===== config.mk =====
export PLATFORM = sky130hd
export DESIGN_NAME = iob_sram_arb
export DESIGN_NICKNAME = d
export VERILOG_FILES = /design/src/rtl/iob_sram_arb_pkg.sv /design/src/rtl/iob_sram_arb_rr.sv /design/src/rtl/iob_sram_arb.sv
export SDC_FILE = /design/constraint.sdc
export NUM_CORES = 1
export LEC_CHECK = 0
export ABC_AREA = 0
export BUFFER_PORTS_ARGS = -buffer_cell sky130_fd_sc_hd__buf_2
export CORE_AREA = 2 2 125 127
export CTS_CLUSTER_DIAMETER = 60
export DETAILED_ROUTE_END_ITERATION = 7
export DIE_AREA = 0 0 127 129
export GPL_ROUTABILITY_DRIVEN = 0
export PLACE_DENSITY = 0.47
export SLEW_MARGIN = 10
export SYNTH_ARGS = -nofsm -noshare
export SYNTH_HDL_FRONTEND = slang
export SYNTH_SLANG_ARGS = --single-unit

===== constraint.sdc =====
create_clock -name clk_i -period 2.53 [get_ports clk_i]
set_input_delay 0.1265 -clock clk_i [delete_from_list [all_inputs] [get_ports clk_i]]
set_output_delay 0.1265 -clock clk_i [all_outputs]
set_load 0.05 [all_outputs]

===== src/rtl/iob_sram_arb_pkg.sv =====
`default_nettype none
// +----------------------------------------------------------------------+
// | Module      : iob_sram_arb_pkg                                       |
// | Description : Shared FSM state encoding and requester tags for the   |
// |               boot / data / instruction SRAM arbiter.                |
// | Revision    : 1.0 - initial release                                  |
// +----------------------------------------------------------------------+
package iob_sram_arb_pkg;

  // Arbiter FSM: boot loader owns the SRAM (LOAD), CPU buses share it
  // (RUN), or outstanding CPU reads are retired before handing back (DRAIN).
  typedef enum logic [1:0] {
    ST_LOAD  = 2'd0,
    ST_RUN   = 2'd1,
    ST_DRAIN = 2'd2
  } state_t;

  // Requester tags used for the pending-read entry and the last-grant pointer.
  localparam logic TAG_D = 1'b0;
  localparam logic TAG_I = 1'b1;

endpackage
`default_nettype wire


===== src/rtl/iob_sram_arb_rr.sv =====
`default_nettype none
// +----------------------------------------------------------------------+
// | Module      : iob_sram_arb_rr                                        |
// | Description : Two-requester (data / instruction) grant logic.        |
// |               IOB_SRAM_ARB_RR_EN defined : round-robin on conflicts, |
// |               data bus wins the first conflict after reset.          |
// |               IOB_SRAM_ARB_RR_EN undefined: fixed data-bus priority. |
// | Revision    : 1.0 - initial release                                  |
// +----------------------------------------------------------------------+
module iob_sram_arb_rr
  import iob_sram_arb_pkg::*;
(
  input  logic clk_i,
  input  logic rst_i,
  input  logic en_i,      // grants allowed only while the CPU owns the SRAM
  input  logic d_req_i,
  input  logic i_req_i,
  output logic d_gnt_o,
  output logic i_gnt_o
);

`ifdef IOB_SRAM_ARB_RR_EN
  logic last_q;
  logic last_d;

  // Conflict goes to the requester not granted last; the pointer follows
  // every grant, conflicting or not.
  always_comb begin
    d_gnt_o = en_i && d_req_i && (!i_req_i || (last_q == TAG_I));
    i_gnt_o = en_i && i_req_i && !d_gnt_o;
    last_d  = last_q;
    if (d_gnt_o) begin
      last_d = TAG_D;
    end else if (i_gnt_o) begin
      last_d = TAG_I;
    end
  end

  // Last-grant pointer; reset to I so the data bus wins the first conflict.
  always_ff @(posedge clk_i) begin
    if (rst_i) begin
      last_q <= TAG_I;
    end else begin
      last_q <= last_d;
    end
  end
`else
  logic unused_clk_rst;

  // Fixed priority: the data bus always wins a conflict.
  always_comb begin
    d_gnt_o = en_i && d_req_i;
    i_gnt_o = en_i && i_req_i && !d_req_i;
  end

  // No state in fixed-priority mode; clock and reset are intentionally idle.
  assign unused_clk_rst = ^{clk_i, rst_i};
`endif

endmodule
`default_nettype wire


===== src/rtl/iob_sram_arb.sv =====
`default_nettype none
// +----------------------------------------------------------------------+
// | Module      : iob_sram_arb                                           |
// | Description : Single-port SRAM arbiter. A boot loader write port     |
// |               owns the SRAM in LOAD; data and instruction buses      |
// |               share it in RUN; DRAIN retires the last read before    |
// |               returning to LOAD. Read data is 1-cycle latency.       |
// |               Config macro: IOB_SRAM_ARB_RR_EN (round-robin mode,    |
// |               consumed by iob_sram_arb_rr).                          |
// | Revision    : 1.0 - initial release                                  |
// +----------------------------------------------------------------------+
module iob_sram_arb
  import iob_sram_arb_pkg::*;
#(
  parameter int DATA_W      = 32,
  parameter int ADDR_W      = 32,
  parameter int SRAM_ADDR_W = 15
) (
  input  logic                     clk_i,
  input  logic                     rst_i,
  input  logic                     boot_i,
  // boot loader write port
  input  logic                     b_avalid_i,
  input  logic [ADDR_W-1:0]        b_addr_i,
  input  logic [DATA_W-1:0]        b_wdata_i,
  input  logic [DATA_W/8-1:0]      b_wstrb_i,
  output logic                     b_ready_o,
  // data bus
  input  logic                     d_avalid_i,
  input  logic [ADDR_W-1:0]        d_addr_i,
  input  logic [DATA_W-1:0]        d_wdata_i,
  input  logic [DATA_W/8-1:0]      d_wstrb_i,
  output logic                     d_ready_o,
  output logic                     d_rvalid_o,
  output logic [DATA_W-1:0]        d_rdata_o,
  // instruction bus (read only)
  input  logic                     i_avalid_i,
  input  logic [ADDR_W-1:0]        i_addr_i,
  output logic                     i_ready_o,
  output logic                     i_rvalid_o,
  output logic [DATA_W-1:0]        i_rdata_o,
  // SRAM
  output logic                     sram_en_o,
  output logic [DATA_W/8-1:0]      sram_wstrb_o,
  output logic [SRAM_ADDR_W-3:0]   sram_addr_o,
  output logic [DATA_W-1:0]        sram_wdata_o,
  input  logic [DATA_W-1:0]        sram_rdata_i
);

  state_t state_q, state_d;
  logic   pend_q, pend_d;     // one outstanding read
  logic   tag_q, tag_d;       // which bus owns the outstanding read
  logic   run_en;
  logic   d_gnt, i_gnt;
  logic   unused_addr;

  assign run_en = (state_q == ST_RUN);

  iob_sram_arb_rr u_rr (
    .clk_i   (clk_i),
    .rst_i   (rst_i),
    .en_i    (run_en),
    .d_req_i (d_avalid_i),
    .i_req_i (i_avalid_i),
    .d_gnt_o (d_gnt),
    .i_gnt_o (i_gnt)
  );

  // Next state plus the ownership-dependent handshake and SRAM mux.
  always_comb begin
    state_d      = state_q;
    b_ready_o    = 1'b0;
    d_ready_o    = 1'b0;
    i_ready_o    = 1'b0;
    sram_en_o    = 1'b0;
    sram_wstrb_o = '0;
    sram_addr_o  = '0;
    sram_wdata_o = '0;
    case (state_q)
      ST_LOAD: begin
        b_ready_o    = b_avalid_i;
        sram_en_o    = b_avalid_i;
        sram_wstrb_o = b_wstrb_i;
        sram_addr_o  = b_addr_i[SRAM_ADDR_W-1:2];
        sram_wdata_o = b_wdata_i;
        // A write in flight finishes first; the exit test repeats next cycle.
        if (!boot_i && !b_avalid_i) begin
          state_d = ST_RUN;
        end
      end
      ST_RUN: begin
        d_ready_o    = d_gnt;
        i_ready_o    = i_gnt;
        sram_en_o    = d_gnt | i_gnt;
        sram_addr_o  = i_gnt ? i_addr_i[SRAM_ADDR_W-1:2] : d_addr_i[SRAM_ADDR_W-1:2];
        sram_wstrb_o = d_gnt ? d_wstrb_i : '0;
        sram_wdata_o = d_wdata_i;
        if (boot_i) begin
          state_d = ST_DRAIN;
        end
      end
      ST_DRAIN: begin
        if (!pend_q) begin
          state_d = ST_LOAD;
        end
      end
      default: begin
        state_d = ST_LOAD;
      end
    endcase
  end

  // A granted read (instruction bus, or data bus with zero strobes) opens
  // the pending entry; grants exist only in RUN, so DRAIN lets it retire.
  always_comb begin
    pend_d = (d_gnt && (d_wstrb_i == '0)) || i_gnt;
    tag_d  = i_gnt ? TAG_I : TAG_D;
  end

  // State and pending-read registers; reset discards any outstanding read.
  always_ff @(posedge clk_i) begin
    if (rst_i) begin
      state_q <= ST_LOAD;
      pend_q  <= 1'b0;
      tag_q   <= TAG_D;
    end else begin
      state_q <= state_d;
      pend_q  <= pend_d;
      tag_q   <= tag_d;
    end
  end

  assign d_rvalid_o = pend_q && (tag_q == TAG_D);
  assign i_rvalid_o = pend_q && (tag_q == TAG_I);
  assign d_rdata_o  = sram_rdata_i;
  assign i_rdata_o  = sram_rdata_i;

  // Only the word-address slice of each requester address reaches the SRAM.
  assign unused_addr = ^{b_addr_i, d_addr_i, i_addr_i};

endmodule
`default_nettype wire

==> results of run 1 <==
## state kept, by name, indices dropped and copies added, names as in the netlist
signal,flops
state_q,2
pend_q,1
tag_q,1
## worst max-delay path: stages (launching register included)
cell and delay, ns:
dfxtp_2 0.67, nand4bb_4 0.39, inv_2 0.13, a221o_1 0.36, buf_2 0.21
## area by class of cell
class,count,area (sq um)
Inverter,1,3.75
Clock buffer,3,75.1
Sequential cell,4,82.6
Tap cell,188,235
Fill cell,1755,12800
Timing Repair Buffer,174,878
Multi-Input combinational cell,126,872
## cell usage in the layout (no fill, tap or decap)
cell         n
a211oi_1     6
and3_2       3
nor4_1       1
nand2b_1     5
nand3b_1     1
nor4b_1      1
dfxtp_1      2
o21ai_0      1
nor2_1      41
a21oi_1      7
nor2b_1      2
a221o_1      7
mux2i_1     38
buf_2      171
and2_1       2
inv_2        1
and3_1       4
nand2_1      1
nand4bb_4    1
nand3_1      5
clkbuf_16    3
buf_4        3
dfxtp_2      2
## worst max path at each step
stage | endpoint | slack, ns | from | cells past startpoint
CTS | sram_addr_o[5] | 0.38 | state_q[1] | 4
finish | sram_addr_o[11] | 0.40 | state_q[1] | 4
detailed placement | sram_addr_o[5] | 0.62 | state_q[1] | 4
floorplan | sram_addr_o[10] | 0.37 | state_q[1] | 4
global placement | sram_addr_o[5] | 0.59 | state_q[1] | 4
global route | sram_addr_o[12] | 0.24 | state_q[1] | 4
## logic make-up after synthesis
logic type      synth area share, %
mux                            25.4
simple gates                   22.4
buf+inv                        36.5
compound gates                 10.3
flops                          5.34
## stage by stage
| stage | worst slack (ns) | power (mW) | std cells |
|---|---|---|---|
| after CTS | 0.377 | 0.855 | 496 |
| after detailed placement | 0.618 | 0.604 | 493 |
| after global placement | 0.585 | 0.603 | 493 |
| after floorplan | 0.374 | 0.704 | 208 |
| after global routing | 0.236 | 0.889 | 496 |
| final | 0.405 | 0.849 | 496 |
## power by group
group	internal, mW	switching [mW]
clock	0.202	0.0480
combinational	0.165	0.364
sequential	0.0653	0.00394
total	0.433	0.416
## metal layers
layer	track usage (%)	vias to the layer above	share of wire (%)
met4	3.56	0	4.7
met5	0	-	0
met3	1.50	26	9.6
met2	11.5	97	47
met1	7.14	730	38
li1	-	846	-
==> metrics.txt, run 1 <==
outcome finished clean; pin count of the biggest net entering global routing 33; core area 0.0150 sq mm; final instance area approximately 0.0021 sq mm; DR vias/cell 3.43; Synth Register Bits 4; chip height 129 um; CTS sink count 4; worst reg2reg path depth 3; hpwl dp 5.00 mm; Mapped Nets 414; Post-synth top cells buf_4 (64), nor2_1 (41), mux2i_1 (38), a21oi_1 (7), a221o_1 (7); P_leak ~1.1 nW; initial antenna violation count 1; CTS tree done; r2r endpoint pend_q; Post-synth EDFFs 0; H-tree depth 1; CP arrival roughly 2.0 ns; Area Growth Syn to Fin 43.1%; post-synthesis cell type count 24; crit path time final roughly 2.1 ns; worst-case clock buffer depth 2; Post-CTS Setup Inserts 0; Post-synth ARST share 0%; Max Slew Vio Count 0; RSZ-0062 raised after global routing false; Main synth FF type dfxtp_1; final net count 516; area post-placement between 0.002 and 0.0025 sq mm; final hold vios 0; Max-Cap Viols 0; WHS Endpoint state_q[0]; Slew @ Worst Pin around 0.57 ns; DR WL/cell approximately 12 um; share of cells above drive strength 1 roughly three fifths; global-route wire length before repair roughly 8.4 mm; min-delay worst type input port to flip-flop; Tcrit/Tclk final 84.0%; final setup vio count 0; sequential fraction of the synthesis area roughly 5.3%; setup TNS 0 ns; Synth warnings 0; R2R setup slack around 1.1 ns; Cell Rows 45; clock root cell clkbuf_16; Yosys top cell by area buf_4; reg-to-reg critical path startpoint state_q[1]; Synth Cell Area 0.00150 sq mm; # IOs between 300 and 400; die span in x 127 um; number of cells upsized or downsized after cts 0; DR iter-0 viols 37; CTS Buf Count 3; maximum clock rate roughly 0.47 GHz; residual DRC count 0; total number of vias ~1700; initial core utilization 10.0%; count leader, synth buf_4; area share of the leading cell type in the synthesized netlist roughly a third; peak supply drop around 0.00011 V; Die Area 0.0164 sq mm; startpoint types flip-flop; CP max FO 26; average cell area after synthesis 7.21 sq um; PortBufs 171; GRT Util Overall about 6.5%; vias in the first global route between 1500 and 2000; Worst slew margin 62.3%; Area contributors post-synth buf_4 (32%), mux2i_1 (25%), nor2_1 (10%); Hold WS 0.0864 ns; required time of the critical path about 2.4 ns; Worst Skew 0.00230 ns; total power per unit cell area 395 mW/mm^2; Reg clk slew, reported paths roughly 0.030 ns; Hold Path Stages 2; final WL just under 6 mm; total grt overflow 0; post-route ant nets 0; final core utilization between 10% and 20%; Post-Syn Instances between 200 and 250; hold path startpoint boot_i; critical path type flip-flop to output port; Crit. End Element output port; Post-CTS Hold Buffers 0; antenna cells 0; worst skew pair latency approximately 0.23 ns; 1st-pass router iterations 4
No activity file was read; power rests on OpenSTA's default activity.
==> run 2, diff against run 1 <==
- CORE_AREA: 2 2 125 127 -> 2 2 127 129
- DIE_AREA: 0 0 127 129 -> 0 0 129 131
- PLACE_DENSITY: 0.47 -> 0.46
- clock period: 2.53 -> 2.2 ns (I/O delays scaled with it)
==> run 2 against run 1 <==
- flip-flop and latch count is the same
- worst setup slack lost 0.081 ns
- cell count increased by 5.8%
- clock skew is essentially flat
- die area rose by 3.1%
- count of clock-buffer cells in the layout unchanged
- sequential power increased by 12%
- wire length is 8.1% lower
- sequential share of layout area is 0.075 points lower
- largest cell class unchanged
==> metrics.txt, run 2 (same netlist as run 1, synthesis figures left out) <==
metal1 wirelength between 2 and 2.5 mm; CTS Buf Count 3; Reg clk slew, reported paths about 0.030 ns; clock root cell clkbuf_16; Max-Cap Viols 0; Top Layer Used met4; vias in the first global route 1498; largest delay contributor family on the critical path simple AND/OR/NAND/NOR gates; commonest cells after routing, fill and taps aside buf_2 (171), nor2_1 (41), mux2i_1 (38); initial antenna violation count 0; Final Power 0.972 mW; pin count of the biggest net entering global routing 35; met3 wire len about 570 um; startpoint types flip-flop; share of cells above drive strength 1 59.9%; Top Registers state_q x2, pend_q x1, tag_q x1; most common cell after layout, fill and taps aside buf_2; CP arrival roughly 1.8 ns; core area 0.0156 sq mm; min-delay worst type input port to flip-flop; Hold WS just under 0.07 ns; CP max FO 10; number of cells upsized or downsized after cts 0; CP Depth 4; DR WL/cell between 10 and 15 um; residual DRC count 0; maximum clock rate between 0.5 and 0.6 GHz; Worst Skew between 0.002 and 0.003 ns; multi-input logic area 872 sq um; # IOs 325; # fillers roughly 1800; global-route wire length before repair just over 7 mm; initial core utilization roughly a tenth; Top reg by flops state_q; die span in x roughly 130 um; worst reg2reg path depth 3; P_leak 1.14 nW; final hold vios 0; DR vias/cell about 3.2; crit path time final between 1.5 and 2 ns; CP peak stage delay about 0.5 ns; Hold Path Stages 2; PortBufs 171; post-route ant nets 0; Slew @ Worst Pin between 0.5 and 0.6 ns; final core utilization approximately 14%; required time of the critical path between 2 and 2.5 ns; WL met2 2.54 mm; Area Growth Syn to Fin 46.0%; Post-CTS Setup Inserts 0; chip height roughly 130 um; peak supply drop 0.000207 V; final WL between 5 and 6 mm; worst-case clock buffer depth 2; Die Area approximately 0.017 sq mm; H-tree depth 1; outcome finished clean; CTS tree done; Crit. End Element output port; setup ws final between 0.3 and 0.4 ns; Sequential Area between 80 and 90 sq um; Max Slew Vio Count 0; R2R setup slack 0.87 ns; final instance area ~0.0022 sq mm; non-filler cells, final roughly 530; total number of vias between 1500 and 2000; total grt overflow 0; CTS sink count 4; Post-CTS Hold Buffers 0; DR iter-0 viols 32; worst path cell trace nor2b_1 -> and3_2 -> a221o_1 -> buf_2; Cell Rows 46; hpwl dp between 4 and 5 mm; 1st-pass router iterations 4; worst skew pair latency around 0.23 ns; final net count between 500 and 600; CP max stage cell nor2b_1; RSZ-0062 raised after global routing false; area post-placement 0.00211 sq mm; placed insts between 500 and 600; pre-CTS worst setup slack ~0.55 ns; setup TNS 0 ns; total power per unit cell area roughly 440 mW/mm^2; final setup vio count 0; antenna cells 0; critical path type flip-flop to output port; Largest register FFs 2; Tcrit/Tclk final between 80% and 90%; Worst slew margin roughly three fifths; CP bufs+invs 1; GRT Util Overall 5.33%
[run 2: cell types whose count changed in the layout (fill, tap and decap cells not counted), sizes merged]
| cell | previous run | this run |
|---|---|---|
| buf | 174 | 175 |
[run 2: report_power, final]
part / switching (mW) / internal [mW] / total, mW
sequential: 0.00232 / 0.0751 / 0.0774
clock: 0.0522 / 0.232 / 0.285
combinational: 0.419 / 0.191 / 0.610
total: 0.474 / 0.498 / 0.972
[run 2: worst paths after layout]
check,startpoint,end
setup reg to reg,state_q[0],pend_q
hold / removal,boot_i,state_q[0]
hold reg to reg,pend_q,state_q[1]
setup / recovery,state_q[0],sram_addr_o[11]
[run 2: per-layer routing]
| metal | vias to the layer above | GRT usage [%] |
|---|---|---|
| li1 | 848 | - |
| met1 | 680 | 5.11 |
| met2 | 113 | 10.6 |
| met3 | 35 | 1.02 |
| met4 | 0 | 3.13 |
| met5 | - | 0 |
[run 2: final cells by class]
| class | count | area share, % |
|---|---|---|
| tap | 216 | 12.3 |
| clock buffer | 3 | 3.43 |
| multi-input combinational | 126 | 39.8 |
| inverter | 1 | 0.171 |
| sequential | 4 | 3.77 |
| timing repair buffer | 175 | 40.5 |
